<file path="src/rtl/mul8x8_ha_pkg.sv">
// Shared widths and array type for the HA-array final accumulation stage.
package mul8x8_ha_pkg;

  localparam int HA_T_W = 9;
  localparam int HA_B_W = 7;
  localparam int ROW_W  = 10;
  localparam int PAIR_W = 12;
  localparam int PROD_W = 16;

  typedef struct packed {
    logic [HA_T_W-1:0] t;
    logic [HA_B_W-1:0] b;
  } ha_array_t;

  // b bits sit one position above the matching t bits.
  function automatic logic [ROW_W-1:0] row_sum(input ha_array_t a);
    return ROW_W'(a.t) + (ROW_W'(a.b) << 1);
  endfunction

endpackage

</file>
<file path="src/rtl/ha_row_pair_add.sv">
// Combines two adjacent HA rows; the upper row carries two extra bits of weight.
module ha_row_pair_add
  import mul8x8_ha_pkg::*;
(
  input  logic [ROW_W-1:0]  row_lo_i,
  input  logic [ROW_W-1:0]  row_hi_i,
  output logic [PAIR_W-1:0] pair_o
);

  assign pair_o = PAIR_W'(row_lo_i) + (PAIR_W'(row_hi_i) << 2);

endmodule

</file>
<file path="src/rtl/unsigned_mul_8x8_ha_array_accum.sv">
// Exact reduction of four HA row arrays to a 16b product behind a global-stall pipeline.
module unsigned_mul_8x8_ha_array_accum
  import mul8x8_ha_pkg::*;
#(
  parameter bit PIPE_MID = 1'b1
) (
  input  logic              clk,
  input  logic              rst,
  input  logic              in_valid,
  output logic              in_ready,
  input  logic [HA_T_W-1:0] ha_t0,
  input  logic [HA_T_W-1:0] ha_t1,
  input  logic [HA_T_W-1:0] ha_t2,
  input  logic [HA_T_W-1:0] ha_t3,
  input  logic [HA_B_W-1:0] ha_b0,
  input  logic [HA_B_W-1:0] ha_b1,
  input  logic [HA_B_W-1:0] ha_b2,
  input  logic [HA_B_W-1:0] ha_b3,
  output logic              out_valid,
  input  logic              out_ready,
  output logic [PROD_W-1:0] product
);

  logic                    advance;
  logic                    vld_p0_q;
  ha_array_t [3:0]         arr_p0_q;
  logic [ROW_W-1:0]        row_p0 [4];
  logic [PAIR_W-1:0]       pair_a_p0, pair_b_p0;
  logic                    vld_mid;
  logic [PAIR_W-1:0]       pair_a_mid, pair_b_mid;
  logic [PROD_W-1:0]       prod_p2_d;
  logic                    vld_p2_q;
  logic [PROD_W-1:0]       prod_p2_q;

  // Whole pipe moves together; only a held output can stall it.
  assign advance   = !vld_p2_q | out_ready;
  assign in_ready  = advance;
  assign out_valid = vld_p2_q;
  assign product   = prod_p2_q;

  // Stage p0: input capture
  always_ff @(posedge clk or posedge rst) begin
    if (rst) begin
      vld_p0_q <= 1'b0;
      arr_p0_q <= '0;
    end else if (advance) begin
      vld_p0_q    <= in_valid;
      arr_p0_q[0] <= {ha_t0, ha_b0};
      arr_p0_q[1] <= {ha_t1, ha_b1};
      arr_p0_q[2] <= {ha_t2, ha_b2};
      arr_p0_q[3] <= {ha_t3, ha_b3};
    end
  end

  always_comb begin
    for (int k = 0; k < 4; k++) row_p0[k] = row_sum(arr_p0_q[k]);
  end

  ha_row_pair_add u_pair_a (
    .row_lo_i (row_p0[0]),
    .row_hi_i (row_p0[1]),
    .pair_o   (pair_a_p0)
  );

  ha_row_pair_add u_pair_b (
    .row_lo_i (row_p0[2]),
    .row_hi_i (row_p0[3]),
    .pair_o   (pair_b_p0)
  );

  // Stage p1: optional pair-sum register
  if (PIPE_MID) begin : g_mid
    logic              vld_p1_q;
    logic [PAIR_W-1:0] pair_a_p1_q, pair_b_p1_q;

    always_ff @(posedge clk or posedge rst) begin
      if (rst) begin
        vld_p1_q    <= 1'b0;
        pair_a_p1_q <= '0;
        pair_b_p1_q <= '0;
      end else if (advance) begin
        vld_p1_q    <= vld_p0_q;
        pair_a_p1_q <= pair_a_p0;
        pair_b_p1_q <= pair_b_p0;
      end
    end

    assign vld_mid    = vld_p1_q;
    assign pair_a_mid = pair_a_p1_q;
    assign pair_b_mid = pair_b_p1_q;
  end else begin : g_nomid
    assign vld_mid    = vld_p0_q;
    assign pair_a_mid = pair_a_p0;
    assign pair_b_mid = pair_b_p0;
  end

  // Max 3825 + 3825*16 = 65025 fits 16b, so no saturation is needed.
  assign prod_p2_d = PROD_W'(pair_a_mid) + (PROD_W'(pair_b_mid) << 4);

  // Stage p2: product register, held across bubbles
  always_ff @(posedge clk or posedge rst) begin
    if (rst) begin
      vld_p2_q  <= 1'b0;
      prod_p2_q <= '0;
    end else if (advance) begin
      vld_p2_q <= vld_mid;
      if (vld_mid) prod_p2_q <= prod_p2_d;
    end
  end

endmodule

</file>
<file path="config.mk">
export PLATFORM = sky130hd
export DESIGN_NAME = unsigned_mul_8x8_ha_array_accum
export DESIGN_NICKNAME = d
export VERILOG_FILES = /design/src/rtl/mul8x8_ha_pkg.sv /design/src/rtl/ha_row_pair_add.sv /design/src/rtl/unsigned_mul_8x8_ha_array_accum.sv
export SDC_FILE = /design/constraint.sdc
export NUM_CORES = 1
export LEC_CHECK = 0
export ABC_AREA = 1
export BUFFER_PORTS_ARGS = -buffer_cell sky130_fd_sc_hd__buf_4
export CAP_MARGIN = 40
export CELL_PAD_IN_SITES_DETAIL_PLACEMENT = 0
export CELL_PAD_IN_SITES_GLOBAL_PLACEMENT = 2
export CORE_MARGIN = 1
export CORE_UTILIZATION = 34
export DETAILED_ROUTE_END_ITERATION = 7
export GPL_ROUTABILITY_DRIVEN = 0
export PLACE_DENSITY = 0.86
export SYNTH_ARGS = -nofsm -noshare
export SYNTH_HDL_FRONTEND = slang
export SYNTH_SLANG_ARGS = --single-unit
</file>
<file path="constraint.sdc">
create_clock -name clk -period 4.65 [get_ports clk]
set_clock_uncertainty 0.1 [all_clocks]
set_input_delay 0.6975 -clock clk [delete_from_list [all_inputs] [get_ports clk]]
set_output_delay 0.6975 -clock clk [all_outputs]
set_load 0.005 [all_outputs]
</file>
==> flow_summary.toml, run 1 <==
[logic_synthesis]
synthCells = 746
async_flop_share_pct = 100
synth_seq_cells = 107
synth_edf_count = 0
synth_cell_types = 35
synth_ff_type = "dfrtp_1"
avgSynthCellArea_um2 = 8.17
ys_seq_area_share_pct = 43.9
synth_warnings = 0
synthesis.nets = 873
syn-cell-area_um2 = 6090

[cts]
post_cts_resized = 0
cts-root-buf = "clkbuf_16"
postCtsHoldBufs = 0
path_clk_slew_ns = 0.07
cts_max_level = 3
numClockSinks = 107
clock_path_buffers = 2
cts_buffers = 9
insertion_delay_ns = 0.36
cts_tree = "yes"
post_cts_buffers = 0

[outcome]
status = "completed"

[routing]
route.detailed.drc = 0
via_count = 4756
drtIter0Drc = 190
ant_nets = 0
post_drt_wl_per_cell_um = 12.2
wl_um = 12800
vias_per_cell = 4.52
first_pass_iters = 4

[layout]
antenna_cells = 0
final_area_um2 = 7260
layout-drive-gt1-share_pct = 15.0
num-nets-final = 950
area_growth_pct = 19.1

[sta]
period_share_pct = 70.9
finalCriticalPeriod_ns = 3.30
drv_slew = 0
fmax_mhz = 303
setup_viol = 0
slew_headroom_pct = 43.6
report.final.hold_viol_count = 0
tightest_slew_ns = 0.844
tns_ns = 0
rsz0062_at_grt = "false"

[critical_path]
criticalPathCategory = "flop to flop"
worst_path_most_repeated_cell = "nand2_1"
crit_path_end_kind = "flop"
worstPathRequired_ns = 4.79
r2r-start = "arr_p0_q[16]$_DFFE_PP0N_"
crit_buf_inv = 2
crit_start = "arr_p0_q[16]$_DFFE_PP0N_"
worstSetupStartpointType = "flop"
path_cells = "ha_1 > inv_1 > fa_1 > o21ai_2 > xor2_1 > fa_1 > ha_1 > nand2_1 > inv_1 > a21oi_1 > nand2_1 > nand2_1 > nand2_1 > nand3_1 > nand2_1 > nand3_1 > nand2_1"
cp_slowest_cell = "fa_1"
critical_path.max_stage_delay_ns = 0.47
crit_arrival_ns = 3.44
cp_max_fo = 6
cpLargestDelayFamily = "adder cells"

[pwr]
finalPower_uw = 5480
ir_drop_mv = 0.231
pwr_density_cell_nw_per_um2 = 755
p_leak_uw = 0.00385

[place]
dpl-instance-area_um2 = 6940
io_buffers = 85
dp_hpwl_um = 9310

[floorplanning]
initial_core_util_pct = 35.0
io_pins = 86
core_area_um2 = 17400
num_rows = 48
die_height_um = 136
dieWidth_um = 136
dieArea_um2 = 18500

[global_routing]
first_global_vias = 4750
antenna_found_initial = 0
grt_max_degree = 67
grt_overflow = 0
grt_first_pass_wirelength_um = 22300
track_usage_pct = 15.2

[min_path]
hp-class = "flop to flop"
holdCritStartpoint = "product[12]$_DFFE_PP0P_"

[flow_run]
max_cap_violations = 0
## final timing paths
kind                                                endpoint  slack (ns)  cells after the start
max                        g_mid.pair_a_p1_q[11]$_DFFE_PP0N_        1.35                     17
min                                  product[12]$_DFFE_PP0P_        0.39                      2
max reg2reg                g_mid.pair_a_p1_q[11]$_DFFE_PP0N_        1.35                     17
min reg2reg                          product[12]$_DFFE_PP0P_        0.39                      2
max in group asynchronous           arr_p0_q[43]$_DFFE_PP0N_        3.02                      3
min in group asynchronous   g_mid.pair_a_p1_q[1]$_DFFE_PP0N_        0.40                      2
## synthesized netlist by cell type, types with 2 or more instances
cell | number | share of area [%]
dfrtp_1 | 107 | 44
nand2_1 | 319 | 20
a21o_1 | 2 | 0.25
nand4_1 | 8 | 0.82
or2_0 | 2 | 0.21
nand2_2 | 4 | 0.41
a31oi_1 | 7 | 0.72
ha_1 | 42 | 8.6
fa_1 | 17 | 5.6
o21ai_1 | 6 | 0.49
or2_1 | 2 | 0.21
o21ai_2 | 3 | 0.43
xor2_1 | 10 | 1.4
o21a_1 | 2 | 0.25
a21oi_1 | 25 | 2.1
clkbuf_1 | 10 | 0.62
or2_2 | 4 | 0.41
buf_2 | 11 | 0.90
xnor2_1 | 8 | 1.1
o21ai_0 | 31 | 2.5
a22oi_1 | 2 | 0.25
a21oi_2 | 2 | 0.29
inv_1 | 65 | 4.0
nor2_1 | 20 | 1.2
nand3_1 | 27 | 2.2
## placed cells by master, fill, tap and decap left out, types with 2 or more instances in the layout
cell type	count
nand2_1	319
dfrtp_1	107
buf_4	88
inv_1	64
ha_1	42
o21ai_0	31
nand3_1	27
a21oi_1	25
nor2_1	20
fa_1	17
xor2_1	10
clkbuf_16	9
xnor2_1	8
nand4_1	8
a31oi_1	7
o21ai_1	6
or2_2	4
nand2_2	4
o21ai_2	3
clkbuf_8	3
o21a_1	2
a21o_1	2
a21oi_2	2
or2_1	2
or2_0	2
a22oi_1	2
## layout make-up
cell class | count | area (um2)
clock buffers | 12 | 267
clock inverters | 4 | 55.1
fillers | 1823 | 10200
inverters | 66 | 250
multi-input cells | 551 | 3070
flip-flops and latches | 107 | 2680
well taps | 225 | 282
repair buffers | 88 | 661
## flip-flops by register name (all words and copies together) (netlist names)
register and cells:
arr_p0_q 64, g_mid.pair_a_p1_q 12, g_mid.pair_b_p1_q 12, g_mid.vld_p1_q 1, out_valid 1, product 16
vld_p0_q 1
## tightest hold or removal path: stages, from the launching register on
cell and delay (ns):
dfrtp_1 0.34, nand2_1 0.05, o21ai_0 0.06
## stage by stage
stage               hold slack [ns]  cells  setup slack (ns)  util (%)
global placement              0.355   1037              1.48      39.8
CTS                           0.384   1053              1.35      41.7
finish                        0.386   1053              1.35      41.7
floorplan                     0.348    746              1.04         -
detailed placement            0.367   1037              1.41      39.8
global route                  0.413   1053              1.08      41.7
## per-layer routing
metal	vias up	wire length [um]	track usage, %
li1	2518	-	-
met1	2159	6800	21.6
met2	66	5470	23.2
met3	13	365	2.05
met4	0	209	6.11
met5	-	0	0
## where the power goes
group / switching, uW / leakage [uW] / total (uW) / internal [uW]
sequential: 205 / 0.00128 / 1470 / 1270
clock: 353 / 0.000155 / 818 / 465
combinational: 1860 / 0.00241 / 3190 / 1340
## cells by family (layout without fill, tap and decap cells)
logic type / Yosys count / in the layout / synth area share (%)
buffers and inverters: 88 / 170 / 5.71
AND/OR/NAND/NOR: 391 / 391 / 25.8
AO/OA/AOI/OAI: 83 / 83 / 7.74
flip-flops: 107 / 107 / 43.9
adder cells (fa/ha/maj): 59 / 59 / 14.2
XOR/XNOR: 18 / 18 / 2.59
No activity file was read; power rests on OpenSTA's default activity.
==> run 2, diff against run 1 <==
Settings changed: CORE_UTILIZATION 34 to 31, PLACE_DENSITY 0.86 to 0.83.
Clock period 4.65 ns to 2.75 ns, I/O delays scaled along.
==> run 2 against run 1 <==
The flow now finishes with violations (setup timing). Routed wire length increased by 6.2%. Sequential share of layout area down 3.9 points. Setup slack got worse by 1.6 ns. Non-clock buffer count is 63 higher. Via count is 3.9% higher. Power is 120% higher. Flip-flop and latch count is the same. Design area increased by 12%. Global-route usage is 0.71 points lower. Die area is 9.5% higher. Utilization rose by 1.2 points. Critical endpoint unchanged.
==> flow_summary.toml, run 2 (synthesis results as in run 1) <==
[sta]
slew_headroom_pct = 59.5
fmax_mhz = 329
rsz0062_at_grt = "true"
setup_viol = 13
period_share_pct = 111
finalCriticalPeriod_ns = 3.04
drv_slew = 0
timing.final.ws_setup_ns = -0.293
report.final.hold_viol_count = 0
tightest_slew_ns = 0.607

[routing]
via_count = 4941
drtIter0Drc = 174
ant_nets = 0
wl_um = 13600
first_pass_iters = 5
post_drt_wl_per_cell_um = 11.9
route.detailed.drc = 0
vias_per_cell = 4.30

[outcome]
violations = "setup timing"
status = "finished with violations"

[cts]
path_clk_slew_ns = 0.07
postCtsHoldBufs = 0
cts_buffers = 9
cts_tree = "yes"
numClockSinks = 107
cts-root-buf = "clkbuf_16"
cts_max_level = 3
clock_path_buffers = 2
insertion_delay_ns = 0.35

[layout]
regMostFlops = "arr_p0_q"
largest_reg_flops = 64
seqCellArea_um2 = 2680
antenna_cells = 0
fin_cells = 1150
multi_input_area_um2 = 3410
final_common_cell = "nand2_1"
layout-drive-gt1-share_pct = 27.2
fillCellCount = 1926
num-nets-final = 1013
area_growth_pct = 33.4
final_cell_mix = "304 x nand2_1, 139 x buf_4, 107 x dfrtp_1, 59 x inv_1, 30 x ha_1"

[pwr]
p_leak_uw = 0.00421
ir_drop_mv = 0.717
pwr_density_cell_nw_per_um2 = 1470

[critical_path]
r2r-start = "arr_p0_q[24]$_DFFE_PP0N_"
worstSetupStartpointType = "flop"
r2r_end = "g_mid.pair_a_p1_q[11]$_DFFE_PP0N_"
criticalPathCategory = "flop to flop"
worstPathRequired_ns = 2.94
crit_path_end_kind = "flop"
cp_max_fo = 2
crit_arrival_ns = 3.23
reg2reg_slack_ns = -0.29
r2r_cells = 17

[global_routing]
antenna_found_initial = 0
grt_first_pass_wirelength_um = 23300
first_global_vias = 4861
grt_overflow = 0
track_usage_pct = 14.5
grt_max_degree = 108

[floorplanning]
dieWidth_um = 142
io_pins = 86
dieArea_um2 = 20200
initial_core_util_pct = 32.2
die_height_um = 142
num_rows = 50
core_area_um2 = 19000

[place]
io_buffers = 85
dp_hpwl_um = 9820
dp_slack_ns = -0.249
dp.cells = 1125

[flow_run]
max_cap_violations = 0

[min_path]
hp-class = "primary input to asynchronous set/reset pin"
run 2: cell types whose count changed in the layout (fill, tap and decap cells not counted), moves of 8 or more:
cell	change
ha_4	+9
buf_6	+10
buf_4	+51
a21oi_1	-8
nand2_1	-15
ha_1	-12
nand2_2	+11
run 2: how the worst max path moves through the flow:
stage,from,to,slack (ns),cells after the start
2_1_floorplan,arr_p0_q[56]$_DFFE_PP0N_,g_mid.pair_b_p1_q[11]$_DFFE_PP0N_,-0.1,16
3_3_place_gp,arr_p0_q[24]$_DFFE_PP0N_,g_mid.pair_a_p1_q[10]$_DFFE_PP0N_,-0.18,13
3_5_place_dp,arr_p0_q[48]$_DFFE_PP0N_,g_mid.pair_b_p1_q[11]$_DFFE_PP0N_,-0.25,17
4_1_cts,arr_p0_q[48]$_DFFE_PP0N_,g_mid.pair_b_p1_q[9]$_DFFE_PP0N_,-0.21,14
5_1_grt,arr_p0_q[24]$_DFFE_PP0N_,g_mid.pair_a_p1_q[11]$_DFFE_PP0N_,-0.46,17
6_report,arr_p0_q[24]$_DFFE_PP0N_,g_mid.pair_a_p1_q[11]$_DFFE_PP0N_,-0.29,17
run 2: what timing repair did:
item,in CTS,in global routing
buffers inserted,5,5
pin swaps,21,28
endpoints found under the setup margin,13,15
gates resized for setup,26,49
hold endpoints to repair,0,0
run 2: metal layers:
layer  track usage [%]  routed length (um)
met5                 0                   0
met3              2.59                 365
met2              21.5                5930
met1              21.4                7200
met4              4.07                 150
run 2: final cells by class:
| class | count | area share (%) |
|---|---|---|
| clock buffer | 10 | 2.94 |
| clock inverter | 5 | 0.446 |
| inverter | 66 | 3.09 |
| multi-input combinational | 551 | 41.9 |
| sequential | 107 | 32.9 |
| tap | 260 | 4.00 |
| timing repair buffer | 151 | 14.7 |
run 2: worst max-delay path: stages (launching register included):
cell and delay [ns]:
dfrtp_1 0.36, ha_2 0.19, inv_2 0.04, fa_2 0.41, o21ai_2 0.18, xor2_1 0.21, fa_1 0.49, ha_4 0.31
nand2_4 0.06, nor2_4 0.11, nand3_2 0.07, nand2_2 0.08, nand2_2 0.06, nand2_2 0.07, nand3_1 0.07, nand2_1 0.06
nand3_1 0.06, nand2_1 0.07
run 2: where the power goes:
| part | switching, uW | internal [uW] | leakage [uW] | total (uW) |
|---|---|---|---|---|
| clock network | 595 | 640 | 0.000139 | 1230 |
| registers | 348 | 2140 | 0.00128 | 2490 |
| logic | 4090 | 4150 | 0.00278 | 8240 |
run 2: stage by stage:
step / setup TNS, ns / cell area [um2] / hold WS [ns] / total power, uW / util (%)
6_report: -2.01 / 8130 / 0.0974 / 12000 / 42.9
5_1_grt: -3.74 / 8130 / 0.148 / 13200 / 42.9
4_1_cts: -1.43 / 7920 / 0.138 / 11100 / 41.8
3_5_place_dp: -2.00 / 7470 / 0.361 / 9170 / 39.4
3_3_place_gp: -1.54 / 7460 / 0.356 / 9120 / 39.4
2_1_floorplan: -0.229 / 6160 / 0.348 / 6900 / -
